<file path="config.mk">
export PLATFORM = sky130hd
export DESIGN_NAME = fir_xifu_simd_ex
export DESIGN_NICKNAME = d
export VERILOG_FILES = /design/src/rtl/fir_xifu_simd_ex.sv
export SDC_FILE = /design/constraint.sdc
export NUM_CORES = 2
export LEC_CHECK = 0
export CAP_MARGIN = 15
export CORE_MARGIN = 5
export CORE_UTILIZATION = 40
export CTS_BUF_LIST = sky130_fd_sc_hd__clkbuf_4 sky130_fd_sc_hd__clkbuf_8
export DETAILED_ROUTE_END_ITERATION = 6
export PLACE_DENSITY = 0.66
export SLEW_MARGIN = 15
export SYNTH_ARGS = -nofsm -noshare
export SYNTH_HDL_FRONTEND = slang
export SYNTH_SLANG_ARGS = --single-unit
</file>
<file path="constraint.sdc">
create_clock -name clk_i -period 3.1 [get_ports clk_i]
set_input_delay 0.31 -clock clk_i [delete_from_list [all_inputs] [get_ports clk_i]]
set_output_delay 0.31 -clock clk_i [all_outputs]
set_load 0.1 [all_outputs]
</file>
<file path="src/rtl/fir_xifu_simd_ex.sv">
// Execute stage of the FIR XIFU coprocessor: SIMD dot product (wrapping and
// saturating), post-increment load/store with a memory handshake, commit-kill.
module fir_xifu_simd_ex #(
  parameter int unsigned NLANES = 2,
  parameter int unsigned LANE_W = 16,
  parameter int unsigned ACC_W  = 32,
  parameter int unsigned ID_W   = 4
) (
  input  logic                       clk_i,
  input  logic                       rst_ni,
  input  logic                       id_valid_i,
  output logic                       id_ready_o,
  input  logic [2:0]                 id_instr_i,
  input  logic [ID_W-1:0]            id_id_i,
  input  logic [4:0]                 id_rd_i,
  input  logic [4:0]                 id_rs1_i,
  input  logic [31:0]                id_base_i,
  input  logic [11:0]                id_offset_i,
  input  logic [NLANES*LANE_W-1:0]   op_a_i,
  input  logic [NLANES*LANE_W-1:0]   op_b_i,
  input  logic [ACC_W-1:0]           op_c_i,
  input  logic [$clog2(ACC_W)-1:0]   shift_i,
  input  logic [31:0]                sdata_i,
  input  logic                       kill_i,
  input  logic [ID_W-1:0]            kill_id_i,
  output logic                       mem_req_valid_o,
  input  logic                       mem_req_ready_i,
  output logic [ID_W-1:0]            mem_req_id_o,
  output logic [31:0]                mem_req_addr_o,
  output logic                       mem_req_we_o,
  output logic [31:0]                mem_req_wdata_o,
  input  logic                       mem_resp_valid_i,
  input  logic [31:0]                mem_resp_rdata_i,
  input  logic                       mem_resp_err_i,
  output logic                       wb_valid_o,
  input  logic                       wb_ready_i,
  output logic [ID_W-1:0]            wb_id_o,
  output logic [2:0]                 wb_instr_o,
  output logic [4:0]                 wb_rd_o,
  output logic [4:0]                 wb_rs1_o,
  output logic [ACC_W-1:0]           wb_result_o,
  output logic [31:0]                wb_rdata_o,
  output logic                       wb_err_o,
  output logic                       wb_sat_o
);

  localparam int unsigned SH_W   = $clog2(ACC_W);
  localparam int unsigned PROD_W = 2 * LANE_W;
  localparam int unsigned SUM_W  = ACC_W + 2 * LANE_W + $clog2(NLANES) + 1;

  localparam logic [2:0] I_LW    = 3'd1;
  localparam logic [2:0] I_SW    = 3'd2;
  localparam logic [2:0] I_DOTP  = 3'd3;
  localparam logic [2:0] I_DOTPS = 3'd4;

  localparam logic [ACC_W-1:0] ACC_MAX = {1'b0, {(ACC_W-1){1'b1}}};
  localparam logic [ACC_W-1:0] ACC_MIN = {1'b1, {(ACC_W-1){1'b0}}};
  localparam logic signed [SUM_W-1:0] SAT_MAX = SUM_W'(ACC_MAX);
  localparam logic signed [SUM_W-1:0] SAT_MIN = ~SAT_MAX;

  typedef enum logic [1:0] {S_IDLE, S_REQ, S_WAIT, S_DRAIN} state_e;

  state_e            state_q, state_d;
  logic [ID_W-1:0]   req_id_q, req_id_d;
  logic [31:0]       req_addr_q, req_addr_d;
  logic              req_we_q, req_we_d;
  logic [31:0]       req_wdata_q, req_wdata_d;
  logic [2:0]        pend_instr_q, pend_instr_d;
  logic [4:0]        pend_rd_q, pend_rd_d;
  logic [4:0]        pend_rs1_q, pend_rs1_d;
  logic [31:0]       pend_next_q, pend_next_d;
  logic              wb_valid_q, wb_valid_d;
  logic [ID_W-1:0]   wb_id_q, wb_id_d;
  logic [2:0]        wb_instr_q, wb_instr_d;
  logic [4:0]        wb_rd_q, wb_rd_d;
  logic [4:0]        wb_rs1_q, wb_rs1_d;
  logic [ACC_W-1:0]  wb_result_q, wb_result_d;
  logic [31:0]       wb_rdata_q, wb_rdata_d;
  logic              wb_err_q, wb_err_d;
  logic              wb_sat_q, wb_sat_d;

  logic signed [LANE_W-1:0] lane_a, lane_b;
  logic signed [PROD_W-1:0] prod;
  logic signed [ACC_W-1:0]  acc_c;
  logic signed [SUM_W-1:0]  sum_wide, rnd, sum_rnd, sum_sh;
  logic [ACC_W-1:0]         dotp_res, dotps_res;
  logic                     dotps_sat;
  logic [31:0]              addr, addr_next;
  logic                     misaligned, issue, kill_req;

  assign acc_c = op_c_i;

  // Full-precision dot product; the wrapped result is simply its low bits.
  always_comb begin
    lane_a   = '0;
    lane_b   = '0;
    prod     = '0;
    sum_wide = SUM_W'(acc_c);
    for (int unsigned i = 0; i < NLANES; i++) begin
      lane_a   = op_a_i[i*LANE_W +: LANE_W];
      lane_b   = op_b_i[i*LANE_W +: LANE_W];
      prod     = PROD_W'(lane_a) * PROD_W'(lane_b);
      sum_wide = sum_wide + SUM_W'(prod);
    end
    rnd       = (shift_i != '0) ? (SUM_W'(1) << (shift_i - SH_W'(1))) : '0;
    sum_rnd   = sum_wide + rnd;
    sum_sh    = sum_rnd >>> shift_i;
    dotp_res  = sum_wide[ACC_W-1:0];
    dotps_sat = 1'b0;
    dotps_res = sum_sh[ACC_W-1:0];
    if (sum_sh > SAT_MAX) begin
      dotps_res = ACC_MAX;
      dotps_sat = 1'b1;
    end else if (sum_sh < SAT_MIN) begin
      dotps_res = ACC_MIN;
      dotps_sat = 1'b1;
    end
  end

  assign addr       = id_base_i + {{20{id_offset_i[11]}}, id_offset_i};
  assign addr_next  = addr + 32'd4;
  assign misaligned = (addr[1:0] != 2'b00);

  assign id_ready_o = (state_q == S_IDLE) && (!wb_valid_q || wb_ready_i);
  assign issue      = id_valid_i && id_ready_o;
  assign kill_req   = kill_i && (kill_id_i == req_id_q);

  // Next-state, request capture and write-back register loading.
  always_comb begin
    state_d      = state_q;
    req_id_d     = req_id_q;
    req_addr_d   = req_addr_q;
    req_we_d     = req_we_q;
    req_wdata_d  = req_wdata_q;
    pend_instr_d = pend_instr_q;
    pend_rd_d    = pend_rd_q;
    pend_rs1_d   = pend_rs1_q;
    pend_next_d  = pend_next_q;
    wb_valid_d   = wb_valid_q;
    wb_id_d      = wb_id_q;
    wb_instr_d   = wb_instr_q;
    wb_rd_d      = wb_rd_q;
    wb_rs1_d     = wb_rs1_q;
    wb_result_d  = wb_result_q;
    wb_rdata_d   = wb_rdata_q;
    wb_err_d     = wb_err_q;
    wb_sat_d     = wb_sat_q;

    if (wb_valid_q && wb_ready_i) wb_valid_d = 1'b0;
    if (wb_valid_q && kill_i && (kill_id_i == wb_id_q)) wb_valid_d = 1'b0;

    unique case (state_q)
      S_IDLE: begin
        if (issue) begin
          wb_id_d    = id_id_i;
          wb_instr_d = id_instr_i;
          wb_rd_d    = id_rd_i;
          wb_rs1_d   = id_rs1_i;
          wb_rdata_d = '0;
          wb_err_d   = 1'b0;
          wb_sat_d   = 1'b0;
          if (id_instr_i == I_DOTP) begin
            wb_valid_d  = 1'b1;
            wb_result_d = dotp_res;
          end else if (id_instr_i == I_DOTPS) begin
            wb_valid_d  = 1'b1;
            wb_result_d = dotps_res;
            wb_sat_d    = dotps_sat;
          end else if ((id_instr_i == I_LW) || (id_instr_i == I_SW)) begin
            if (misaligned) begin
              wb_valid_d  = 1'b1;
              wb_result_d = ACC_W'(id_base_i);
              wb_err_d    = 1'b1;
            end else begin
              state_d      = S_REQ;
              req_id_d     = id_id_i;
              req_addr_d   = addr;
              req_we_d     = (id_instr_i == I_SW);
              req_wdata_d  = sdata_i;
              pend_instr_d = id_instr_i;
              pend_rd_d    = id_rd_i;
              pend_rs1_d   = id_rs1_i;
              pend_next_d  = addr_next;
            end
          end
        end
      end
      S_REQ: begin
        // A kill racing the handshake still leaves a response to absorb.
        if (kill_req) state_d = mem_req_ready_i ? S_DRAIN : S_IDLE;
        else if (mem_req_ready_i) state_d = S_WAIT;
      end
      S_WAIT: begin
        if (mem_resp_valid_i) begin
          state_d = S_IDLE;
          if (!kill_req) begin
            wb_valid_d  = 1'b1;
            wb_id_d     = req_id_q;
            wb_instr_d  = pend_instr_q;
            wb_rd_d     = pend_rd_q;
            wb_rs1_d    = pend_rs1_q;
            wb_result_d = ACC_W'(pend_next_q);
            wb_rdata_d  = req_we_q ? 32'd0 : mem_resp_rdata_i;
            wb_err_d    = mem_resp_err_i;
            wb_sat_d    = 1'b0;
          end
        end else if (kill_req) begin
          state_d = S_DRAIN;
        end
      end
      S_DRAIN: begin
        if (mem_resp_valid_i) state_d = S_IDLE;
      end
      default: state_d = S_IDLE;
    endcase
  end

  always_ff @(posedge clk_i or negedge rst_ni) begin
    if (!rst_ni) begin
      state_q      <= S_IDLE;
      req_id_q     <= '0;
      req_addr_q   <= '0;
      req_we_q     <= 1'b0;
      req_wdata_q  <= '0;
      pend_instr_q <= '0;
      pend_rd_q    <= '0;
      pend_rs1_q   <= '0;
      pend_next_q  <= '0;
      wb_valid_q   <= 1'b0;
      wb_id_q      <= '0;
      wb_instr_q   <= '0;
      wb_rd_q      <= '0;
      wb_rs1_q     <= '0;
      wb_result_q  <= '0;
      wb_rdata_q   <= '0;
      wb_err_q     <= 1'b0;
      wb_sat_q     <= 1'b0;
    end else begin
      state_q      <= state_d;
      req_id_q     <= req_id_d;
      req_addr_q   <= req_addr_d;
      req_we_q     <= req_we_d;
      req_wdata_q  <= req_wdata_d;
      pend_instr_q <= pend_instr_d;
      pend_rd_q    <= pend_rd_d;
      pend_rs1_q   <= pend_rs1_d;
      pend_next_q  <= pend_next_d;
      wb_valid_q   <= wb_valid_d;
      wb_id_q      <= wb_id_d;
      wb_instr_q   <= wb_instr_d;
      wb_rd_q      <= wb_rd_d;
      wb_rs1_q     <= wb_rs1_d;
      wb_result_q  <= wb_result_d;
      wb_rdata_q   <= wb_rdata_d;
      wb_err_q     <= wb_err_d;
      wb_sat_q     <= wb_sat_d;
    end
  end

  assign mem_req_valid_o = (state_q == S_REQ);
  assign mem_req_id_o    = req_id_q;
  assign mem_req_addr_o  = req_addr_q;
  assign mem_req_we_o    = req_we_q;
  assign mem_req_wdata_o = req_wdata_q;

  assign wb_valid_o  = wb_valid_q;
  assign wb_id_o     = wb_id_q;
  assign wb_instr_o  = wb_instr_q;
  assign wb_rd_o     = wb_rd_q;
  assign wb_rs1_o    = wb_rs1_q;
  assign wb_result_o = wb_result_q;
  assign wb_rdata_o  = wb_rdata_q;
  assign wb_err_o    = wb_err_q;
  assign wb_sat_o    = wb_sat_q;

endmodule

</file>
==> reports/metrics.cfg <==
[outcome]
status=complete, but fails checks
violations=setup timing

[worst_setup_path]
critical_path_arrival_ps=10440
crit_path_max_incr_delay_ps=560
worstRegToRegCells=6
crit_top_cell=fa_1
path_class=input pin to flip-flop
slowest_stage=fa_1
r2r_end=wb_rdata_o[19]
r2r_slack_ps=600
timing.rr.start=mem_req_id_o[1]
endpoint_kind=flip-flop
start_kind=input pin
cp.required_ps=3560
worstPathMaxFanout=4

[finish]
regArea_um2=4960
multi_input_area_um2=29700
syn_to_final_growth_pct=39.6
fin_cells=6529
layout_common_cells=buf_4 (879), inv_1 (740), nand2_1 (686), fa_1 (614), clkdlybuf4s50_1 (211)
fillers=7944
nNetsFinal=6423
finalInstanceArea_um2=51000
drive_gt1_frac=0.278
layout_commonest_cell=buf_4

[placed_design]
place_inst=6357
dp_slack_ps=-7840
hpwlAfterDp_mm=107
dpl_cell_area_um2=47800
gp_congestion=0.952
port_buffers=392

[cts]
htree_levels=4
cts_buffers=17
clock_sinks=198
clock_latency_ps=520
root_buffer=clkbuf_8
tritoncts=done
cts_buffer_depth=2
clkTransAtPathRegs_ps=120

[route]
drt_iter0_markers=2333
vias=33328
wl_per_cell_um=19.6
drt_pass1_iterations=6
routed_wl_mm=128
drcViolationCount=0
ant_nets=0
vias_per_cell=5.10

[global_routing]
track_usage=0.262
grt_pass1_wl_mm=201
antenna_found_initial=6
first_global_vias=34590
gr-total-overflow=0
grt_max_degree=95

[sta]
max_freq_mhz=100
tightest_slew_ps=1010
period_needed_ps=9980
hold_violations=0
rsz0062_at_grt=true
finalSetupViolCount=33
slew_headroom=0.325
period_share=3.22
slew_viol_final=0
skew_ps=17.7
postLayoutSetupSlackWorst_ps=-6880

[die]
rows=110
die_w_um=312
dieArea_um2=97400
start_util=0.404
ios=393
fp.dieH_um=312
core_area_um2=90300

[yosys]
synthFlopType=dfrtp_1
syn_area_um2=36500
seq_area_frac_synth=0.136
synth.avg_cell_area_um2=8.69
async_reset_ff_frac=1.00
yosysUniqueCellTypes=96
synth_nets=5288
synth_seq_cells=198
ys_warn_count=0
synth_cells=4199
synth-edff-count=0

[flow_run]
drv_cap=0

[min_path]
hold_path.class=input pin to async pin

## critical path, delay by kind of cell
| kind | cells | cell delay, ps |
|---|---|---|
| compound gates | 13 | 2770 |
| xor+xnor | 2 | 210 |
| fa+ha+maj | 10 | 4270 |
| buf+inv | 8 | 960 |
| simple gates | 8 | 1910 |
## metal layers
metal  up-vias  wire, um  share of wire  global-route usage
li1      15446         -              -                   -
met1     16627     53800           0.42               0.358
met2      1065     60700           0.47               0.425
met3       190      9680          0.076              0.0593
met4         0      3950          0.031              0.0665
met5         -         0              0                   0
## layout make-up
cell class                      count  share of cell area
Multi-Input combinational cell   3030               0.584
Timing Repair Buffer             1299               0.224
Sequential cell                   198              0.0973
Inverter                          788              0.0583
Tap cell                         1176              0.0289
Clock buffer                       18             0.00486
Clock inverter                     14             0.00280
Antenna cell                        6            0.000295
## logic make-up (layout without fill, tap and decap cells)
group,count (synthesis),in the layout,share of synthesized area
AND/OR/NAND/NOR,1365,1365,0.171
buffers and inverters,971,2119,0.101
adder cells (fa/ha/maj),852,852,0.426
AO/OA/AOI/OAI,610,610,0.110
flip-flops,198,198,0.136
XOR/XNOR,135,135,0.0326
multiplexers,67,67,0.0238
other,1,7,0.000103
## state kept, by name (all words and copies together), names as in the netlist, 2 cells and up
signal           cells
pend_rd_q            5
wb_rdata_o          32
pend_instr_q         3
mem_req_id_o         4
wb_id_o              4
wb_instr_o           3
wb_rd_o              5
mem_req_addr_o      32
wb_rs1_o             5
mem_req_wdata_o     32
state_q              2
pend_next_q         30
pend_rs1_q           5
wb_result_o         32
## metrics by stage
step / setup TNS (ps) / hold slack [ps] / util
6_report: -223580 / 305 / 0.564
5_1_grt: -232770 / 274 / 0.564
4_1_cts: -220970 / 270 / 0.553
3_5_place_dp: -274180 / 323 / 0.530
3_3_place_gp: -269980 / 329 / 0.530
2_1_floorplan: -214880 / 14.4 / -
## how the worst max path moves through the flow
stage	startpoint	endpoint	slack [ps]	cells after the start
after detailed placement	op_b_i[6]	wb_result_o[26]	-7840	40
after global placement	op_a_i[7]	wb_result_o[10]	-7740	43
after CTS	op_b_i[5]	wb_result_o[1]	-6770	42
final	op_a_i[2]	wb_result_o[9]	-6880	41
after global routing	op_b_i[1]	wb_result_o[1]	-7170	44
after floorplan	op_a_i[9]	wb_result_o[1]	-6710	41
## synthesized netlist by cell type, types with 5 or more instances
master       n  area, um2
clkbuf_1   157        589
nor2_1     166        623
nand2_1    724       2720
mux4_2      15        338
xnor2_1     85        744
mux2i_1     43        430
o22ai_1     16        100
and2_1     243       1520
a211oi_1    42        315
ha_1       201       2510
o31a_1       6       52.6
nand2b_1    25        156
o21a_1      19        143
or2_2        8       50.1
o211ai_1    24        180
inv_1      783       2940
a211o_1     12        105
o2111ai_1   11       96.3
o221ai_1    30        263
o21ai_0    184        921
nor3_1      29        145
fa_1       650      13000
a21oi_1    119        596
buf_2       10       50.1
buf_1       12       45.0
o211a_1      5       50.1
a2111oi_0    5       43.8
a21o_1      38        285
xor2_1      49        429
nand3_1     74        370
and3_1      15       93.8
a31o_2       8       70.1
mux2_2       9        101
nand4_1     17        106
nor2b_1     15       93.8
or3_1        8       50.1
nor4_1      15       93.8
dfrtp_1    198       4950
o31ai_1     14        105
a31oi_1     22        138
## timing repair
item,in CTS,in global routing
pin swaps,225,139
gates resized for setup,355,252
hold endpoints to repair,56,0
setup endpoints to repair,46,43
gates cloned,9,0
hold buffers,1,0
setup buffers,91,47
Power is left out: the tool's default activity adds up to more than one toggle a clock period on the data nets, which glitch-free logic cannot reach.
